==> config.mk <==
export PLATFORM = sky130hd
export DESIGN_NAME = awgn_channel
export DESIGN_NICKNAME = d
export VERILOG_FILES = /design/src/rtl/awgn_pkg.sv /design/src/rtl/awgn_lfsr32.sv /design/src/rtl/awgn_channel.sv
export SDC_FILE = /design/constraint.sdc
export NUM_CORES = 1
export LEC_CHECK = 0
export BUFFER_PORTS_ARGS = -buffer_cell sky130_fd_sc_hd__clkbuf_2
export CORE_UTILIZATION = 35
export CTS_CLUSTER_DIAMETER = 120
export CTS_CLUSTER_SIZE = 10
export DETAILED_ROUTE_END_ITERATION = 8
export SLEW_MARGIN = 10
export SYNTH_ARGS = -nofsm -noshare
export SYNTH_HDL_FRONTEND = slang
export SYNTH_SLANG_ARGS = --single-unit
==> constraint.sdc <==
create_clock -name clk -period 17.4 [get_ports clk]
set_input_delay 5.22 -clock clk [delete_from_list [all_inputs] [get_ports clk]]
set_output_delay 5.22 -clock clk [all_outputs]
set_load 0.01 [all_outputs]
==> src/rtl/awgn_pkg.sv <==
// Shared constants for the AWGN channel: noise scaling table, LFSR taps, default seed
// and the byte-sum Gaussian approximation.
package awgn_pkg;

  localparam int unsigned SnrW = 4;
  localparam logic [31:0] SeedDefault = 32'hACE1_2468;

  // x^32 + x^22 + x^2 + x + 1: feedback from state bits 31, 21, 1 and 0
  localparam logic [31:0] LfsrTaps = 32'h8020_0003;

  // round(90.51 * 10^(-k/20)), k = 0..15
  localparam logic [6:0] SigmaTable [16] = '{
    7'd91, 7'd81, 7'd72, 7'd64, 7'd57, 7'd51, 7'd45, 7'd40,
    7'd36, 7'd32, 7'd29, 7'd26, 7'd23, 7'd20, 7'd18, 7'd16
  };

  // Sum of four uniform bytes, re-centred to -510..510
  function automatic logic signed [10:0] gauss_z(input logic [31:0] s);
    logic [10:0] sum;
    sum = 11'(s[7:0]) + 11'(s[15:8]) + 11'(s[23:16]) + 11'(s[31:24]);
    return $signed(sum - 11'd510);
  endfunction

endpackage

==> src/rtl/awgn_lfsr32.sv <==
// 32-bit Fibonacci LFSR with synchronous load (priority over step) and single-step advance.
module awgn_lfsr32
  import awgn_pkg::*;
#(
  parameter logic [31:0] ResetVal = SeedDefault
) (
  input  logic        clk,
  input  logic        reset,
  input  logic        load_i,
  input  logic [31:0] load_val_i,
  input  logic        step_i,
  output logic [31:0] state_o
);

  logic [31:0] state_d, state_q;

  always_comb begin
    state_d = state_q;
    if (load_i) begin
      state_d = load_val_i;
    end else if (step_i) begin
      state_d = {state_q[30:0], ^(state_q & LfsrTaps)};
    end
  end

  always_ff @(posedge clk) begin
    if (!reset) begin
      state_q <= ResetVal;
    end else begin
      state_q <= state_d;
    end
  end

  assign state_o = state_q;

endmodule

==> src/rtl/awgn_channel.sv <==
// AWGN channel: adds scaled pseudo-Gaussian LFSR noise to I/Q samples through a 3-stage
// pipeline that stalls as a whole, with saturating output.
module awgn_channel
  import awgn_pkg::*;
#(
  parameter int unsigned DW           = 24,
  parameter int unsigned NOISE_SHIFT  = 0,
  parameter logic [31:0] SEED_DEFAULT = SeedDefault
) (
  input  logic            clk,
  input  logic            reset,
  input  logic            in_valid,
  output logic            in_ready,
  input  logic [DW-1:0]   in_i,
  input  logic [DW-1:0]   in_q,
  input  logic [SnrW-1:0] snr_db,
  input  logic            noise_en,
  input  logic            seed_load,
  input  logic [31:0]     seed,
  output logic            out_valid,
  input  logic            out_ready,
  output logic [DW-1:0]   out_i,
  output logic [DW-1:0]   out_q,
  output logic [31:0]     sample_cnt
);

  logic                 advance, in_xfer, out_xfer;
  logic [31:0]          seed_eff, lfsr_i, lfsr_q;
  logic                 v1_q, v2_q, v3_q;
  logic signed [DW-1:0] s1_i_q, s1_q_q, s2_i_q, s2_q_q, n2_i_q, n2_q_q;
  logic signed [DW-1:0] out_i_q, out_q_q;
  logic signed [10:0]   z1_i_q, z1_q_q;
  logic [SnrW-1:0]      snr1_q;
  logic                 nen1_q;
  logic signed [DW-1:0] n_i_d, n_q_d, out_i_d, out_q_d;
  logic [31:0]          cnt_d, cnt_q;

  function automatic logic signed [DW-1:0] scale_noise(input logic signed [10:0] z,
                                                       input logic [SnrW-1:0] snr);
    logic signed [18:0] prod;
    prod = 19'(z) * 19'($signed({1'b0, SigmaTable[snr]}));
    return DW'(prod >>> 7) <<< NOISE_SHIFT;
  endfunction

  function automatic logic signed [DW-1:0] sat_add(input logic signed [DW-1:0] a,
                                                   input logic signed [DW-1:0] b);
    logic signed [DW:0] sum;
    sum = {a[DW-1], a} + {b[DW-1], b};
    if (sum[DW] != sum[DW-1]) begin
      return sum[DW] ? {1'b1, {(DW-1){1'b0}}} : {1'b0, {(DW-1){1'b1}}};
    end
    return sum[DW-1:0];
  endfunction

  assign advance  = !v3_q || out_ready;
  // Empty pipeline during reset, so always ready then
  assign in_ready = advance || !reset;
  assign in_xfer  = in_valid && advance && reset;
  assign out_xfer = v3_q && out_ready && reset;
  assign seed_eff = (seed == '0) ? SEED_DEFAULT : seed;

  awgn_lfsr32 #(
    .ResetVal(SEED_DEFAULT)
  ) u_lfsr_i (
    .clk       (clk),
    .reset     (reset),
    .load_i    (seed_load),
    .load_val_i(seed_eff),
    .step_i    (in_xfer),
    .state_o   (lfsr_i)
  );

  awgn_lfsr32 #(
    .ResetVal(~SEED_DEFAULT)
  ) u_lfsr_q (
    .clk       (clk),
    .reset     (reset),
    .load_i    (seed_load),
    .load_val_i(~seed_eff),
    .step_i    (in_xfer),
    .state_o   (lfsr_q)
  );

  always_comb begin
    n_i_d   = nen1_q ? scale_noise(z1_i_q, snr1_q) : '0;
    n_q_d   = nen1_q ? scale_noise(z1_q_q, snr1_q) : '0;
    out_i_d = sat_add(s2_i_q, n2_i_q);
    out_q_d = sat_add(s2_q_q, n2_q_q);
    cnt_d   = (out_xfer && cnt_q != '1) ? cnt_q + 32'd1 : cnt_q;
  end

  always_ff @(posedge clk) begin
    if (!reset) begin
      v1_q    <= 1'b0;
      v2_q    <= 1'b0;
      v3_q    <= 1'b0;
      s1_i_q  <= '0;
      s1_q_q  <= '0;
      z1_i_q  <= '0;
      z1_q_q  <= '0;
      snr1_q  <= '0;
      nen1_q  <= 1'b0;
      s2_i_q  <= '0;
      s2_q_q  <= '0;
      n2_i_q  <= '0;
      n2_q_q  <= '0;
      out_i_q <= '0;
      out_q_q <= '0;
      cnt_q   <= '0;
    end else begin
      cnt_q <= cnt_d;
      if (advance) begin
        v1_q <= in_xfer;
        v2_q <= v1_q;
        v3_q <= v2_q;
        if (in_xfer) begin
          s1_i_q <= in_i;
          s1_q_q <= in_q;
          z1_i_q <= gauss_z(lfsr_i);
          z1_q_q <= gauss_z(lfsr_q);
          snr1_q <= snr_db;
          nen1_q <= noise_en;
        end
        if (v1_q) begin
          s2_i_q <= s1_i_q;
          s2_q_q <= s1_q_q;
          n2_i_q <= n_i_d;
          n2_q_q <= n_q_d;
        end
        if (v2_q) begin
          out_i_q <= out_i_d;
          out_q_q <= out_q_d;
        end
      end
    end
  end

  assign out_valid  = v3_q;
  assign out_i      = out_i_q;
  assign out_q      = out_q_q;
  assign sample_cnt = cnt_q;

endmodule

==> impl_metrics.csv, run 1 <==
group,metric,value,unit
run_status,outcome,"finished clean",
timing,hold_ws,0.447,ns
finish,fillers,5896,
clocking,cts_tree,"built",
run,cap_violations,0,
clocking,clock_latency,0.56,ns
clocking,ctsResizeCount,0,
pwr,p_total,2.53,mW
pwr,powerDensity,111,nW/um^2
die,rows,88,
min_path,min_path_cells,2,
die,ioPinCount,172,
synthesis,ys_types,80,
synthesis,seq_area_frac_synth,0.288,
finish,final_layout_size_suffix_gt1_frac,0.105,
timing,final.setup.tns,0,ns
die,coreArea,57700,sq um
timing,slew_violations,0,
synthesis,syn_avg_cell_area,8.19,sq um
die,start_util,0.354,
detailed_routing,wl_per_cell,15.6,microns
critical_path,path_max_fanout,71,
detailed_routing,first_pass_iters,5,
global_route,grt_usage,0.177,
global_route,grt_pass1_wl,87000,microns
pwr,leakagePower,10.3,nW
clocking,post_cts_buffers,0,
pwr,swShare,0.384,
global_route,antenna_found_initial,0,
synthesis,synthFlopType,"dfxtp_1",
pwr,p_comb_frac,0.430,
critical_path,cp_slowest_cell,"buf_4",
synthesis,synth-async-reset-ratio,0,
finish,finalNetCount,2987,
place,dp_hpwl,38900,microns
synthesis,ys_warn_count,0,
timing,setup_viol,0,
critical_path,start_kind,"primary input",
critical_path,cp.buffers_inverters,2,
clocking,ctsHoldBuffers,0,
die,chipWidth,244,microns
detailed_routing,via_count,16900,
critical_path,cp.depth,3,
synthesis,syn_inst,2492,
detailed_routing,post-route-drc-count,0,
critical_path,reg2reg_depth,21,
timing,fmax,87.9,MHz
place,place.gp.congestion,0.858,
pwr,pwr-share-clk,0.258,
clocking,ctsLongestPathBuffers,3,
critical_path,reg2reg_from,"snr1_q[1]",
critical_path,crit_required,12.18,ns
pwr,seqPwrFrac,0.312,
global_route,first_global_vias,17300,
timing,period_needed,11.37,ns
global_route,overflow,0,
critical_path,crit_arrival,6.15,ns
critical_path,path_class,"primary input to output pin",
detailed_routing,drt_iter0_drc,929,
finish,seq_area,5890,sq um
timing,rsz0062_at_grt,"no",
timing,period_share,0.654,
finish,antenna_cells,0,
timing,worst_slew_pin_slew,1.13,ns
synthesis,synth_edf_count,0,
finish,multiInputGateArea,13200,sq um
timing,skew,0.0331,ns
detailed_routing,wirelength,52500,microns
critical_path,crit_family,"buffers and inverters",
min_path,min_path_type,"flip-flop to flip-flop",
place,portBuffers,171,
timing,hold_viol_final,0,
global_route,grt_max_degree,77,
pwr,peakVddDrop,0.0622,mV
clocking,numCtsBuffers,35,
synthesis,syn_nets,2877,
critical_path,cpPeakStageDelay,0.60,ns
pwr,p_int,1.56,mW
synthesis,synth-seq-cells,294,
critical_path,end_kind,"output pin",
critical_path,startpoint,"reset",
finish,area_growth,12.0,%
die,die_area,59300,sq um
clocking,cts_sinks,294,
die,fp.dieH,244,microns
detailed_routing,antenna_left,0,
clocking,cts.clk_slew.worst_paths,0.06,ns
clocking,htreeDepth,2,
detailed_routing,drt-vias-per-instance,5.03,
synthesis,synth.cell_area,20400,sq um
pwr,p_sw,0.970,mW
timing,slew_headroom,0.243,
clocking,root_buffer,"clkbuf_16",
critical_path,crit_chain,"buf_4 -> nand2_1 -> clkbuf_2",
min_path,min-delay-start,"s1_i_q[9]",
[cells in the final DEF (no fill, tap or decap), types with 6 or more instances in the layout]
master and instances:
dfxtp_1 294, nor2b_1 50, o21ai_0 154, and3_1 10, a21boi_0 6, o21a_1 14
ha_1 141, nand4_1 12, o211ai_1 19, or2_2 7, maj3_1 6, and2_1 68
xor2_1 38, o21ai_1 6, o21bai_1 9, or3_1 15, nand3_1 91, clkbuf_2 170
a22o_1 11, a211oi_1 7, nand2b_1 19, a21o_1 27, a31oi_1 8, xnor2_1 63
nor3_1 18, a21oi_2 13, a22oi_1 8, a21oi_1 190, nor2_1 163, nor4_1 11
nand2_1 430, clkbuf_16 35, buf_4 22, fa_1 154, inv_1 235
[Yosys cell counts (4+ instances only)]
cell      number  share of area
buf_1         15         0.0028
nor2b_1       50          0.015
o21bai_1       9         0.0033
and2_1        69          0.021
a32o_1         4         0.0020
o211ai_1      19         0.0070
buf_2          4        0.00098
or2_2          7         0.0021
clkbuf_1      93          0.017
nand3_1       92          0.023
o31ai_1        5         0.0018
ha_1         141          0.086
nor2_1       164          0.030
nand2_1      431          0.079
xnor2_1       63          0.027
o21ai_1        5         0.0012
fa_1         154           0.15
a21boi_0       6         0.0022
a21oi_1      190          0.047
nor3_1        18         0.0044
nand3b_1       4         0.0015
and4_1         5         0.0021
dfxtp_1      294           0.29
a22oi_1        8         0.0029
a21o_1        27         0.0099
a211oi_1       7         0.0026
xor2_1        38          0.016
o21a_1        14         0.0051
and3_1        11         0.0034
nand2b_1      19         0.0058
o21ai_0      156          0.038
nor4_1        11         0.0034
or3_1         15         0.0046
inv_1        236          0.043
maj3_1         6         0.0029
a22o_1        11         0.0047
nand4_1       12         0.0037
a21oi_2       13         0.0056
a31oi_1        8         0.0025
[cell families after synthesis]
family / after synthesis / share of synthesized area
flip-flops: 294 / 0.288
AND/OR/NAND/NOR: 920 / 0.205
adder cells (fa/ha/maj): 301 / 0.240
XOR/XNOR: 101 / 0.0433
buffers and inverters: 355 / 0.0680
AO/OA/AOI/OAI: 521 / 0.155
[area by class of cell]
cell class	instances	share of cell area
repair buffers	192	0.0444
flip-flops and latches	294	0.257
clock buffers	36	0.0385
well taps	765	0.0419
clock inverters	4	0.00246
inverters	236	0.0389
multi-input cells	1843	0.576
[registers in the layout, summed over array words and instances (netlist names), 4 cells and up]
| name | count |
|---|---|
| s1_q_q | 24 |
| n2_i_q | 12 |
| u_lfsr_i.state_o | 32 |
| s2_q_q | 24 |
| out_q | 24 |
| n2_q_q | 12 |
| sample_cnt | 32 |
| z1_i_q | 11 |
| u_lfsr_q.state_o | 32 |
| s1_i_q | 24 |
| snr1_q | 4 |
| s2_i_q | 24 |
| out_i | 24 |
| z1_q_q | 11 |
[worst paths after layout]
kind / to / slack, ns
worst max-delay path: in_ready / 6.03
worst min-delay path: s2_i_q[9] / 0.45
worst max register to register: n2_q_q[10] / 11.16
worst min register to register: s2_i_q[9] / 0.45
[layer usage]
metal	up-vias	wire length, microns	GRT usage
met1	8121	25100	0.240
li1	8413	-	-
met4	0	840	0.0368
met5	-	0	0
met2	349	24200	0.298
met3	65	2400	0.0267
[power by group through the flow]
stage / logic [mW] / clock network, mW / registers [mW]
after detailed placement: 1.09 / 0 / 0.802
final: 1.09 / 0.653 / 0.788
after global placement: 1.07 / 0 / 0.801
after floorplan: 0.870 / 0 / 0.774
after global routing: 1.28 / 0.697 / 0.796
after CTS: 1.10 / 0.672 / 0.788
[worst register-to-register path, delay by kind of cell, from the launching register on]
family | cells | cell delay (ns)
XOR/XNOR | 1 | 0.13
AND/OR/NAND/NOR | 5 | 1.06
AO/OA/AOI/OAI | 8 | 2.03
buffers and inverters | 2 | 0.10
adder cells (fa/ha/maj) | 5 | 2.26
flip-flops | 1 | 0.53
[metrics by stage]
stage	instances	util	area, sq um	setup WS [ns]
detailed placement	3330	0.380	21900	5.99
global route	3370	0.396	22900	5.89
floorplan	2492	-	20400	6.33
finish	3370	0.396	22900	6.03
global placement	3329	0.380	21900	5.94
CTS	3370	0.396	22900	5.97
Power figures use the tool's default switching activity.
==> run 2: changes to the inputs <==
- ABC_AREA: unset -> 1
- clock period: 17.4 -> 11.9 ns (I/O delays scaled with it)
==> impl_metrics.csv, run 2 <==
group,metric,value,unit
detailed_routing,drt_iter0_drc,1152,
synthesis,synth_top_area_frac,0.276,
die,coreArea,60200,sq um
min_path,min_path_type,"flip-flop to flip-flop",
min_path,min-delay-start,"s1_i_q[3]",
finish,final_area,23800,sq um
timing,slew_violations,0,
finish,final_cell_mix,"550 x nand2_1, 411 x inv_1, 335 x nor2_1, 294 x dfxtp_1, 246 x a21oi_1",
place,place_area,22800,sq um
timing,final.setup.tns,0,ns
synthesis,synth-seq-cells,294,
finish,final_layout_size_suffix_gt1_frac,0.0877,
finish,layout_commonest_cell,"nand2_1",
die,die_area,61900,sq um
clocking,ctsLongestPathBuffers,3,
finish,instances_no_fill,3803,
critical_path,startpoint,"reset",
die,fp.dieH,249,microns
synthesis,synth_largest_area_cell,"dfxtp_1",
finish,antenna_cells,0,
clocking,post_cts_buffers,0,
detailed_routing,drt-vias-per-instance,4.96,
detailed_routing,via_count,18900,
detailed_routing,first_pass_iters,5,
critical_path,reg2reg_slack,5.89,ns
critical_path,end_kind,"output pin",
place,portBuffers,171,
clocking,cts_sinks,294,
pwr,leakagePower,11.2,nW
global_route,grt_pass1_wl,96700,microns
pwr,peakVddDrop,0.102,mV
global_route,grt_max_degree,89,
synthesis,syn_avg_cell_area,7.32,sq um
detailed_routing,wl_per_cell,15.3,microns
clocking,cts_tree,"built",
critical_path,crit_arrival,4.37,ns
timing,skew,0.0282,ns
synthesis,synth_edf_count,0,
synthesis,synthFlopType,"dfxtp_1",
die,ioPinCount,172,
synthesis,synth_top_cells_by_area,"dfxtp_1 28%, fa_1 14%, nand2_1 9.7%",
timing,rsz0062_at_grt,"no",
detailed_routing,post-route-drc-count,0,
synthesis,syn_nets,3297,
timing,hold_viol_final,0,
run,cap_violations,0,
place,place.gp.congestion,0.899,
synthesis,yosysMostFrequentCell,"nand2_1",
critical_path,reg2reg_from,"snr1_q[2]",
timing,slew_headroom,0.176,
timing,fmax,126,MHz
finish,area_growth,11.4,%
critical_path,cp_slowest_cell,"buf_6",
critical_path,crit_family,"buffers and inverters",
critical_path,cpPeakStageDelay,0.42,ns
critical_path,crit_chain,"buf_6 -> nand2_1 -> clkbuf_2",
critical_path,path_max_fanout,88,
place,dp_hpwl,43900,microns
global_route,grt_usage,0.190,
critical_path,crit_required,8.33,ns
synthesis,syn_inst,2912,
place,dp.cells,3764,
die,rows,90,
critical_path,cp.buffers_inverters,2,
clocking,ctsResizeCount,0,
synthesis,synth.cell_area,21300,sq um
clocking,htreeDepth,2,
global_route,overflow,0,
run_status,outcome,"finished clean",
synthesis,synth-async-reset-ratio,0,
critical_path,path_class,"primary input to output pin",
timing,period_share,0.668,
global_route,first_global_vias,18800,
finish,finalNetCount,3404,
detailed_routing,wirelength,58300,microns
pwr,powerDensity,178,nW/um^2
critical_path,start_kind,"primary input",
timing,worst_slew_pin_slew,1.23,ns
clocking,clock_latency,0.55,ns
synthesis,seq_area_frac_synth,0.276,
pwr,p_total,4.23,mW
timing,period_needed,7.94,ns
timing,hold_ws,0.453,ns
clocking,ctsHoldBuffers,0,
synthesis,synth_common_cells,"550 x nand2_1, 413 x inv_1, 338 x nor2_1, 294 x dfxtp_1, 246 x a21oi_1",
clocking,numCtsBuffers,35,
global_route,antenna_found_initial,0,
clocking,root_buffer,"clkbuf_16",
clocking,cts.clk_slew.worst_paths,0.06,ns
synthesis,ys_warn_count,0,
die,chipWidth,249,microns
synthesis,ys_types,53,
die,start_util,0.354,
timing,setup_viol,0,
detailed_routing,antenna_left,0,
[run 2: changes by cell type in the layout (fill, tap and decap cells not counted), moves of 48 or more]
cell / previous run / this run
and2_1: 68 / 0
nor2b_1: 50 / 0
nand2_1: 430 / 550
o21ai_0: 154 / 244
nor2_1: 163 / 335
a21oi_1: 190 / 246
inv_1: 235 / 411
nand3_1: 91 / 139
[run 2: cells by family (layout without fill, tap and decap cells)]
family                     Yosys count  count (layout)  share of synthesized area
adders and majority gates          295             295                      0.227
AOI/OAI and AO/OA                  595             595                      0.154
DFF                                294             294                      0.276
and+or+nand+nor                   1118            1118                      0.215
buffers and inverters              534             643                     0.0957
xor gates and xnor gates            76              76                     0.0316
[run 2: metal layers]
metal  GRT usage  share of wire  vias to the layer above
met1       0.260           0.48                     8801
met2       0.314           0.45                      432
li1            -              -                     9579
met5           0              0                        -
met4      0.0405          0.015                        0
met3      0.0308          0.054                       62
[run 2: layout make-up]
type	count	area, sq um
clock buffer	36	901
inverter	418	1570
tap	782	978
timing repair buffer	186	975
multi-input combinational	2084	13400
fill	6415	36500
sequential	294	5890
clock inverter	3	33.8
[run 2: through the flow]
| stage | util | setup WS (ns) |
|---|---|---|
| floorplan | - | 4.22 |
| global placement | 0.379 | 3.95 |
| detailed placement | 0.379 | 3.95 |
| CTS | 0.395 | 3.95 |
| global route | 0.395 | 3.86 |
| finish | 0.395 | 3.96 |
[run 2: path summary, 6_finish.rpt]
path,to,depth (start not counted)
worst max-delay path,in_ready,3
worst min-delay path,s2_i_q[3],2
worst max register to register,n2_q_q[22],22
worst min register to register,s2_i_q[3],2
[run 2: tightest hold or removal path: cells and delay by family, from the launching register on]
family	cells	cell delay (ns)
AO/OA/AOI/OAI	1	0.05
buffers and inverters	1	0.06
flip-flops	1	0.30
[run 2: where the power goes]
group	switching, mW	total (mW)	leakage (nW)	internal (mW)
combinational	1.35	2.14	8.33	0.787
sequential	0.0719	1.15	2.42	1.07
clock	0.414	0.950	0.459	0.536
